**src/rtl/sync_delay_stage.sv**
```systemverilog
// sync_delay_stage: clocked matched-delay element for a 2-phase handshake channel.
// Upstream requests (inR transitions) are synchronized and detected against a
// reference level, and the block waits delay_cfg extra cycles before toggling
// outR. When a downstream acknowledge (inA transition) arrives, the block toggles
// outA upstream. The protocol error flags are sticky until reset.
module sync_delay_stage #(
   parameter int DLY_W       = 8,
   parameter int CNT_W       = 16,
   parameter int SYNC_STAGES = 2
) (
   input  logic             clk,
   input  logic             rst,
   input  logic             inR,
   output logic             outA,
   output logic             outR,
   input  logic             inA,
   input  logic [DLY_W-1:0] delay_cfg,
   output logic             busy,
   output logic             err_overrun,
   output logic             err_ack,
   output logic [CNT_W-1:0] done_cnt
);

   typedef enum logic [1:0] {
      S_IDLE     = 2'd0,
      S_WAIT_DLY = 2'd1,
      S_WAIT_ACK = 2'd2
   } state_t;

   logic [SYNC_STAGES-1:0] r_sync_r;
   logic [SYNC_STAGES-1:0] r_sync_a;
   state_t                 r_state;
   logic [DLY_W-1:0]       r_cnt;
   logic                   r_ref;
   logic                   r_a_ref;
   logic                   r_out_r;
   logic                   r_out_a;
   logic                   r_busy;
   logic                   r_err_ovr;
   logic                   r_err_ack;
   logic [CNT_W-1:0]       r_done;

   logic w_s_r;
   logic w_s_a;
   logic w_req_evt;
   logic w_ack_evt;

   // Shift both asynchronous inputs through their synchronizer chains.
   always_ff @(posedge clk or negedge rst) begin
      if (!rst) begin
         r_sync_r <= '0;
         r_sync_a <= '0;
      end else begin
         r_sync_r <= {r_sync_r[SYNC_STAGES-2:0], inR};
         r_sync_a <= {r_sync_a[SYNC_STAGES-2:0], inA};
      end
   end

   assign w_s_r     = r_sync_r[SYNC_STAGES-1];
   assign w_s_a     = r_sync_a[SYNC_STAGES-1];
   // A transition is any difference between the synchronized level and the last consumed level.
   assign w_req_evt = (w_s_r != r_ref);
   assign w_ack_evt = (w_s_a != r_a_ref);

   // Handshake FSM: it accepts a request, counts down the delay, issues outR, and waits for the ack.
   always_ff @(posedge clk or negedge rst) begin
      if (!rst) begin
         r_state   <= S_IDLE;
         r_cnt     <= '0;
         r_ref     <= 1'b0;
         r_a_ref   <= 1'b0;
         r_out_r   <= 1'b0;
         r_out_a   <= 1'b0;
         r_busy    <= 1'b0;
         r_err_ovr <= 1'b0;
         r_err_ack <= 1'b0;
         r_done    <= '0;
      end else begin
         case (r_state)
            S_IDLE: begin
               if (w_req_evt) begin
                  r_ref   <= w_s_r;
                  r_cnt   <= delay_cfg;
                  r_state <= S_WAIT_DLY;
                  r_busy  <= 1'b1;
               end
               // Nothing is outstanding, so the ack is spurious. Consume it so that it is not reported again.
               if (w_ack_evt) begin
                  r_err_ack <= 1'b1;
                  r_a_ref   <= w_s_a;
               end
            end
            S_WAIT_DLY: begin
               // Do not queue an early request. It stays pending in r_ref and is accepted later in IDLE.
               if (w_req_evt) begin
                  r_err_ovr <= 1'b1;
               end
               if (w_ack_evt) begin
                  r_err_ack <= 1'b1;
                  r_a_ref   <= w_s_a;
               end
               if (r_cnt == '0) begin
                  r_out_r <= ~r_out_r;
                  r_state <= S_WAIT_ACK;
               end else begin
                  r_cnt <= r_cnt - 1'b1;
               end
            end
            S_WAIT_ACK: begin
               if (w_req_evt) begin
                  r_err_ovr <= 1'b1;
               end
               if (w_ack_evt) begin
                  r_a_ref <= w_s_a;
                  r_out_a <= ~r_out_a;
                  r_done  <= r_done + 1'b1;
                  r_state <= S_IDLE;
                  r_busy  <= 1'b0;
               end
            end
            default: begin
               r_state <= S_IDLE;
               r_busy  <= 1'b0;
            end
         endcase
      end
   end

   assign outR        = r_out_r;
   assign outA        = r_out_a;
   assign busy        = r_busy;
   assign err_overrun = r_err_ovr;
   assign err_ack     = r_err_ack;
   assign done_cnt    = r_done;

endmodule

```
**config.mk**
```make
export PLATFORM = sky130hd
export DESIGN_NAME = sync_delay_stage
export DESIGN_NICKNAME = d
export VERILOG_FILES = /design/src/rtl/sync_delay_stage.sv
export SDC_FILE = /design/constraint.sdc
export NUM_CORES = 1
export LEC_CHECK = 0
export ABC_AREA = 0
export BUFFER_PORTS_ARGS = -buffer_cell sky130_fd_sc_hd__buf_2
export CORE_ASPECT_RATIO = 0.5
export CORE_MARGIN = 3
export CORE_UTILIZATION = 58
export CTS_BUF_LIST = sky130_fd_sc_hd__clkbuf_8
export DETAILED_ROUTE_END_ITERATION = 7
export PLACE_DENSITY_LB_ADDON = 0.05
export SYNTH_ARGS = -nofsm -noshare
export SYNTH_HDL_FRONTEND = slang
export SYNTH_SLANG_ARGS = --single-unit
```
**constraint.sdc**
```tcl
create_clock -name clk -period 2.15 [get_ports clk]
set_input_delay 0.215 -clock clk [delete_from_list [all_inputs] [get_ports clk]]
set_output_delay 0.215 -clock clk [all_outputs]
set_load 0.005 [all_outputs]
```
==> flow_summary.yaml, run 1 <==
logic_synthesis:
  ys_warn_count: 0
  synth_top_cell_area_share_pct: 48.3
  synthTopCellsByArea: "dfrtp_1, xor2_1, ha_1"
  seq_area_frac_synth_pct: 48.3
  synth_cell_types: 43
  async_flop_share_pct: 100
  yosys.area.top_type: "dfrtp_1"
  synthFlopType: "dfrtp_1"
  synth_seq_cells: 37
  syn_avg_cell_area_um2: 10.7
  syn_inst: 179
  syn_nets: 198
  synth_edf_count: 0
  syn_area_um2: 1920
min_path:
  hold_class: "input pin to asynchronous set/reset pin"
timing:
  fin_hold_ws_ps: 10.9
  setup_violations: 0
  slew_headroom_pct: 44.8
  hold_viol: 0
  rsz0062_at_grt: "false"
  period_share_pct: 90.7
  tightest_slew_ps: 829
  drv_slew: 0
  fmaxAchievable_mhz: 513
  fin_skew_ps: 4.32
  period_minus_slack_ps: 1950
clock_tree:
  cts_max_path_buffers: 2
  cts_tree: "done"
  cts-root-buf: "clkbuf_8"
  clkLatencyLatePin_ps: 290
  cts.hold.buffers_added: 0
  htree_levels: 2
  clk_pin_slew_ps: 80
  clock-sinks: 37
  cts_made_buffers: 5
grt:
  grt_pass1_wl_um: 6480
  overflow: 0
  grt_pass1_vias: 1347
  grt_max_degree: 38
  grt_usage_pct: 21.7
  antenna_found_initial: 0
setup_path:
  critPathRequiredTime_ps: 2330
  cp_top_family: "compound AO/OA/AOI/OAI gates"
  cp_cell_sequence: "inv_1 > ha_1 > nor4bb_2 > a22oi_2 > a31oi_1 > o221a_2"
  r2r_setup_slack_ps: 200
  path_depth: 6
  reg2regPathDepth: 6
  path_class: "register to register"
  r2r_start: "r_cnt[0]$_DFFE_PN0P_"
  cp_slowest_cell: "a22oi_2"
  crit_buf_inv: 1
  cp-start-kind: "register"
  crit_arrival_ps: 2130
  cp_max_fo: 13
  r2r_end: "r_cnt[1]$_DFFE_PN0P_"
  critPathCaptureType: "register"
  critPathMaxStageDelay_ps: 480
place:
  dp.cells: 251
  hpwl_um: 2800
  port_buffers: 32
  gp_congestion: 0.774
floorplan:
  die_h_um: 46.7
  initial_utilization_pct: 62.2
  die_w_um: 87.3
  rows: 14
  die-area_um2: 4080
  coreArea_um2: 3080
  io_pins: 33
cells_and_area:
  num_antenna_cells: 0
  final_nets: 237
  stdcell_count: 259
  drive_gt1_share_pct: 26.5
  area_growth_syn_to_layout_pct: 16.9
  fin_util_pct: 72.7
routing:
  finalWirelength_um: 3950
  antenna_left: 0
  vias_per_cell: 5.85
  first_pass_iters: 4
  drcViolationCount: 0
  dr.first_iter.drc_count: 40
  vias: 1514
  drt-wirelength-per-cell_um: 15.2
pwr:
  switchingPower_w: 0.000969
  power.density_nw_per_um2: 1180
  p_sw_share_pct: 36.8
  p_leak_nw: 1.11
  clock_power_share_pct: 22.8
  seqPwrFrac_pct: 37.4
  ir_drop_mv: 0.810
  internal_power_w: 0.00167
  combPwrFrac_pct: 39.8
run_status:
  status: "completed"
run:
  cap_violations: 0
flip-flops by register name (all words and copies together) (netlist names):
register	count
r_sync_a	2
r_a_ref	1
err_overrun	1
done_cnt	16
busy	1
err_ack	1
r_sync_r	2
r_cnt	8
r_ref	1
outR	1
r_state	2
outA	1
power groups by stage:
stage	logic [W]	clock network, W	registers [W]
after floorplan	0.000802	0	0.000971
after global placement	0.000997	0	0.000986
after detailed placement	0.00102	0	0.000993
after CTS	0.00104	0.000617	0.000980
after global routing	0.00116	0.000647	0.00101
final	0.00105	0.000602	0.000984
synthesized netlist by cell type, types with 3 or more instances:
cell type  instances
dfrtp_1           37
xor2_1            11
a21oi_1           10
nand2_1           10
xnor2_1           10
inv_1              9
nor2_1             8
nor3_1             8
ha_1               7
nand4_1            7
and3_1             6
nand3_1            6
nor4_1             5
a21o_1             4
a31oi_1            4
buf_6              4
mux2_2             3
nand2b_1           3
through the flow:
step / setup slack (ps) / setup TNS, ps / cell area [um2] / total power, W
finish: 201 / 0 / 2240 / 0.00263
global route: 24.2 / 0 / 2240 / 0.00281
CTS: 94.9 / 0 / 2240 / 0.00264
detailed placement: -44.3 / -44.3 / 2120 / 0.00201
global placement: 17.4 / 0 / 2120 / 0.00198
floorplan: 399 / 0 / 1920 / 0.00177
worst max path at each step:
stage,from,slack (ps),end
6_report,r_cnt[0]$_DFFE_PN0P_,200,r_cnt[1]$_DFFE_PN0P_
5_1_grt,r_cnt[0]$_DFFE_PN0P_,20,r_cnt[1]$_DFFE_PN0P_
4_1_cts,r_cnt[0]$_DFFE_PN0P_,90,r_cnt[5]$_DFFE_PN0P_
3_5_place_dp,r_cnt[0]$_DFFE_PN0P_,-40,r_cnt[1]$_DFFE_PN0P_
3_3_place_gp,r_cnt[0]$_DFFE_PN0P_,20,r_cnt[1]$_DFFE_PN0P_
2_1_floorplan,r_cnt[2]$_DFFE_PN0P_,400,r_state[0]$_DFFE_PN0P_
area by class of cell:
class,instances,area (um2)
Fill cell,241,841
Tap cell,40,50.0
Clock inverter,3,42.5
Timing Repair Buffer,39,213
Multi-Input combinational cell,126,908
Inverter,9,33.8
Sequential cell,37,926
Clock buffer,5,68.8
repair_timing:
item	CTS	global route
gates cloned	0	0
endpoints found under the setup margin	3	5
buffers inserted	0	0
pin swaps	0	1
gates resized for setup	1	1
cells in the final DEF (no fill, tap or decap), drive strengths merged, types with 3 or more instances in the layout:
| cell type | n |
|---|---|
| clkbuf | 5 |
| xnor2 | 10 |
| xor2 | 11 |
| nor3 | 8 |
| inv | 10 |
| nand2 | 10 |
| buf | 39 |
| nor2 | 8 |
| and3 | 6 |
| nand4 | 7 |
| mux2 | 4 |
| dfrtp | 37 |
| nand2b | 3 |
| a21oi | 10 |
| ha | 7 |
| nand3 | 6 |
| a21o | 4 |
| nor4 | 5 |
| a31oi | 4 |
kinds of logic (layout without fill, tap and decap cells):
family	Yosys count	count (layout)	synth area share (%)
buffers and inverters	16	56	4.96
AOI/OAI and AO/OA	34	34	12.2
muxes	4	4	2.54
xor gates and xnor gates	21	21	9.59
DFF	37	37	48.3
and+or+nand+nor	60	60	17.9
adders and majority gates	7	7	4.57
layer usage:
metal	wire (um)	GRT usage, %	part of all wire (%)
met1	1760	27.7	45
met2	1830	35.8	46
met3	256	6.25	6.5
met4	99	8.26	2.5
met5	0	0	0
No activity file was read; power rests on OpenSTA's default activity.
==> run 2: changes to the inputs <==
--- a/config.mk
+++ b/config.mk
@@ -12,6 +12,7 @@
 export CORE_UTILIZATION = 58
 export CTS_BUF_LIST = sky130_fd_sc_hd__clkbuf_8
 export DETAILED_ROUTE_END_ITERATION = 7
+export HOLD_SLACK_MARGIN = 0.05
 export PLACE_DENSITY_LB_ADDON = 0.05
 export SYNTH_ARGS = -nofsm -noshare
 export SYNTH_HDL_FRONTEND = slang
==> run 2 against run 1 <==
Effect of this change: clock power barely moved; critical endpoint unchanged; via count fell by 0.59%; clock skew rose by 2.0 ps; critical path depth unchanged; largest cell class unchanged; critical path type unchanged; worst hold slack improved by 200 ps.
==> flow_summary.yaml, run 2 (synthesis results as in run 1) <==
cells_and_area:
  drive_gt1_share_pct: 26.1
  layout_common_cells: "dfrtp_1, buf_2, xor2_1"
  largest_reg_flops: 16
  fin_area_um2: 2270
  num_antenna_cells: 0
  area_growth_syn_to_layout_pct: 18.5
  stdcell_count: 262
  final_nets: 240
  mostFrequentLayoutCell: "dfrtp_1"
setup_path:
  critPathCaptureType: "register"
  path_class: "register to register"
  crit_arrival_ps: 2150
  cp-start-kind: "register"
  r2r_end: "r_cnt[1]$_DFFE_PN0P_"
  critPathRequiredTime_ps: 2330
  cp_max_fo: 13
  r2r_setup_slack_ps: 180
  reg2regPathDepth: 6
  r2r_start: "r_cnt[0]$_DFFE_PN0P_"
min_path:
  min_delay_path_depth: 3
  holdPathEnd: "r_cnt[0]$_DFFE_PN0P_"
  hold_path_startpoint: "delay_cfg[0]"
  hold_class: "input pin to register"
grt:
  overflow: 0
  grt_usage_pct: 21.8
  antenna_found_initial: 0
  grt_pass1_vias: 1354
  grt_pass1_wl_um: 6510
  grt_max_degree: 38
clock_tree:
  clkLatencyLatePin_ps: 290
  clk_pin_slew_ps: 80
  cts_tree: "done"
  htree_levels: 2
  cts-root-buf: "clkbuf_8"
  cts_max_path_buffers: 2
  cts_made_buffers: 5
  clock-sinks: 37
place:
  hpwl_um: 2800
  port_buffers: 32
  dp.cells: 251
  dpl_cell_area_um2: 2120
  gp_congestion: 0.774
pwr:
  switchingPower_w: 0.000977
  internal_power_w: 0.00167
  power_w: 0.00265
  power.density_nw_per_um2: 1160
  seqPwrFrac_pct: 37.4
  ir_drop_mv: 0.812
  combPwrFrac_pct: 39.8
  p_sw_share_pct: 36.9
  clock_power_share_pct: 22.9
  p_leak_nw: 1.13
floorplan:
  die-area_um2: 4080
  io_pins: 33
  die_h_um: 46.7
  initial_utilization_pct: 62.2
  coreArea_um2: 3080
  die_w_um: 87.3
  rows: 14
routing:
  drcViolationCount: 0
  drt-wirelength-per-cell_um: 15.2
  finalWirelength_um: 3990
  vias: 1505
  antenna_left: 0
  vias_per_cell: 5.74
  dr.first_iter.drc_count: 42
  first_pass_iters: 5
run:
  cap_violations: 0
timing:
  fin_skew_ps: 6.34
  slew_headroom_pct: 44.6
  rsz0062_at_grt: "false"
  setup_violations: 0
  hold_viol: 0
  period_share_pct: 91.6
  period_minus_slack_ps: 1970
  tightest_slew_ps: 831
  drv_slew: 0
  fmaxAchievable_mhz: 508
run_status:
  status: "completed"
## run 2: cell types whose count changed in the layout (fill, tap and decap cells not counted)
cell,previous run,this run
dlygate4sd3_1,0,3
## run 2: worst max-delay path by stage
stage / from / endpoint / slack, ps / cells after the start
floorplan: r_cnt[2]$_DFFE_PN0P_ / r_state[0]$_DFFE_PN0P_ / 400 / 5
global placement: r_cnt[0]$_DFFE_PN0P_ / r_cnt[1]$_DFFE_PN0P_ / 20 / 6
detailed placement: r_cnt[0]$_DFFE_PN0P_ / r_cnt[1]$_DFFE_PN0P_ / -40 / 6
CTS: r_cnt[0]$_DFFE_PN0P_ / r_cnt[5]$_DFFE_PN0P_ / 90 / 6
global route: r_cnt[0]$_DFFE_PN0P_ / r_cnt[1]$_DFFE_PN0P_ / 20 / 6
finish: r_cnt[0]$_DFFE_PN0P_ / r_cnt[1]$_DFFE_PN0P_ / 180 / 6
## run 2: worst max-delay path, stage by stage (launching register included)
cell and delay, ps:
dfrtp_1 400, inv_1 110, ha_1 240, nor4bb_2 190
a22oi_2 480, a31oi_1 160, o221a_2 260
## run 2: metrics by stage
stage | util [%] | TNS [ps] | worst slack [ps] | hold slack (ps)
3_3_place_gp | 68.8 | 0 | 17.4 | 323
5_1_grt | 73.7 | 0 | 24.2 | 237
3_5_place_dp | 68.8 | -44.3 | -44.3 | 325
6_report | 73.7 | 0 | 182 | 215
2_1_floorplan | - | 0 | 399 | -80.6
4_1_cts | 73.5 | 0 | 94.9 | 216
## run 2: final cells by class
type	count	area, um2
clock buffer	5	68.8
clock inverter	3	42.5
fill	239	811
inverter	9	33.8
multi-input combinational	126	908
sequential	37	926
tap	40	50.0
timing repair buffer	42	243
## run 2: timing repair
| item | in CTS | in global routing |
|---|---|---|
| pin swaps | 0 | 1 |
| endpoints found under the hold margin | 39 | 0 |
| hold buffers | 3 | 0 |
| gates resized for setup | 1 | 1 |
| endpoints found under the setup margin | 3 | 5 |
| buffers inserted | 0 | 0 |
## run 2: power groups by stage
stage	clock network (W)	registers, W	logic, W
finish	0.000605	0.000989	0.00105
global route	0.000647	0.00101	0.00116
CTS	0.000617	0.000980	0.00105
detailed placement	0	0.000993	0.00102
global placement	0	0.000986	0.000997
floorplan	0	0.000971	0.000802
## run 2: metal layers
metal,vias up,track usage [%],share of wire (%)
met5,-,0,0
met4,0,8.26,2.5
met3,11,6.25,5.7
met2,41,35.8,45
met1,721,27.9,47
li1,732,-,-
==> run 3: changes to the inputs <==
--- a/config.mk
+++ b/config.mk
@@ -6,12 +6,12 @@
 export NUM_CORES = 1
 export LEC_CHECK = 0
 export ABC_AREA = 0
-export BUFFER_PORTS_ARGS = -buffer_cell sky130_fd_sc_hd__buf_2
 export CORE_ASPECT_RATIO = 0.5
 export CORE_MARGIN = 3
-export CORE_UTILIZATION = 58
+export CORE_UTILIZATION = 45
 export CTS_BUF_LIST = sky130_fd_sc_hd__clkbuf_8
 export DETAILED_ROUTE_END_ITERATION = 7
+export DONT_BUFFER_PORTS = 1
 export HOLD_SLACK_MARGIN = 0.05
 export PLACE_DENSITY_LB_ADDON = 0.05
 export SYNTH_ARGS = -nofsm -noshare
==> run 3 against run 2 <==
Effect of this change: sequential power up 0.6%; combinational power down 4%; wire length down 1.6%; worst setup slack better by 10 ps; cell count down 6.1%; die area up 26%; non-clock buffer count down 30; power down 5.3%.
==> flow_summary.yaml, run 3 (synthesis results as in run 1) <==
run_status:
  status: "completed"
floorplan:
  rows: 16
  io_pins: 33
  die_h_um: 52.2
  die-area_um2: 5130
  die_w_um: 98.3
  coreArea_um2: 4000
  initial_utilization_pct: 47.9
routing:
  first_pass_iters: 7
  drcViolationCount: 0
  vias_per_cell: 5.60
  antenna_left: 0
  dr.first_iter.drc_count: 49
  drt-wirelength-per-cell_um: 16.0
  finalWirelength_um: 3930
  vias: 1378
setup_path:
  critPathCaptureType: "register"
  path_class: "register to register"
  crit_arrival_ps: 2140
  critPathRequiredTime_ps: 2330
  cp-start-kind: "register"
  cp_max_fo: 13
cells_and_area:
  fillers: 370
  multiInputGateArea_um2: 908
  mostFrequentLayoutCell: "dfrtp_1"
  drive_gt1_share_pct: 15.1
  ff_latch_area_um2: 926
  area_growth_syn_to_layout_pct: 11.4
  final_nets: 210
  layout_common_cells: "dfrtp_1, xor2_1, xnor2_1, nand2_1, a21oi_1"
  largest_reg_flops: 16
  num_antenna_cells: 0
  stdcell_count: 246
  fin_util_pct: 53.4
timing:
  hold_viol: 0
  fmaxAchievable_mhz: 511
  slew_headroom_pct: 61.4
  layout_setup_ws_ps: 192
  fin_skew_ps: 5.96
  setup_violations: 0
  rsz0062_at_grt: "false"
  period_minus_slack_ps: 1960
  drv_slew: 0
  period_share_pct: 91.1
  tightest_slew_ps: 579
grt:
  grt_pass1_wl_um: 6770
  overflow: 0
  grt_max_degree: 38
  antenna_found_initial: 0
  grt_pass1_vias: 1377
  grt_usage_pct: 16.9
clock_tree:
  cts-root-buf: "clkbuf_8"
  clock-sinks: 37
  htree_levels: 2
  cts_made_buffers: 5
  clk_pin_slew_ps: 80
  cts_tree: "done"
  clkLatencyLatePin_ps: 290
  cts_max_path_buffers: 2
place:
  hpwl_um: 2740
  port_buffers: 0
  gp_congestion: 0.779
  dp.cells: 234
  dp_slack_ps: -67.8
pwr:
  power_w: 0.00250
  power.density_nw_per_um2: 1170
  ir_drop_mv: 0.330
  p_leak_nw: 0.978
run:
  cap_violations: 0
min_path:
  hold_class: "input pin to register"
-- run 3: path summary, 6_finish.rpt --
path	cells past startpoint	slack [ps]	to	startpoint
setup / recovery	6	190	r_cnt[1]$_DFFE_PN0P_	r_cnt[0]$_DFFE_PN0P_
hold / removal	2	130	r_cnt[0]$_DFFE_PN0P_	delay_cfg[0]
setup reg to reg	6	190	r_cnt[1]$_DFFE_PN0P_	r_cnt[0]$_DFFE_PN0P_
hold reg to reg	0	350	r_sync_a[1]$_DFF_PN0_	r_sync_a[0]$_DFF_PN0_
max in group asynchronous	2	1550	busy$_DFFE_PN0P_	rst
min in group asynchronous	2	410	r_state[1]$_DFFE_PN0P_	rst
-- run 3: through the flow --
step	TNS, ps	hold WS, ps	area, um2
2_1_floorplan	0	-80.6	1920
3_3_place_gp	-28.2	-79.7	1980
3_5_place_dp	-88.8	-79.8	1980
4_1_cts	0	128	2130
5_1_grt	0	137	2140
6_report	0	134	2140
-- run 3: metal layers --
metal  global-route usage [%]  wire length [um]  vias up
met3                     6.16               213        3
met1                     22.3              1960      677
met4                     4.08                19        0
met5                        0                 0        -
li1                         -                 -      667
met2                     26.7              1730       31
-- run 3: final cells by class --
class / count / share of cell area (%)
multi-input cells: 126 / 42.5
inverters: 9 / 1.58
well taps: 54 / 3.16
flip-flops and latches: 37 / 43.3
clock inverters: 3 / 1.05
repair buffers: 12 / 5.15
clock buffers: 5 / 3.22
-- run 3: timing repair --
item / in CTS / in global routing
gates resized for setup: 1 / 1
hold buffers: 4 / 0
endpoints found under the setup margin: 2 / 4
hold endpoints to repair: 39 / 0
buffers inserted: 0 / 0
-- run 3: power by group --
group          total, W  switching (W)  internal (W)
logic           0.00101       0.000538      0.000473
clock network  0.000498       0.000268      0.000230
registers      0.000995       0.000163      0.000832
total           0.00250       0.000969       0.00154
-- run 3: worst max-delay path, stage by stage, from the launching register on --
cell	delay (ps)
dfrtp_1	390
inv_1	110
ha_1	250
nor4bb_2	190
a22oi_2	490
a31oi_1	160
o221a_2	260
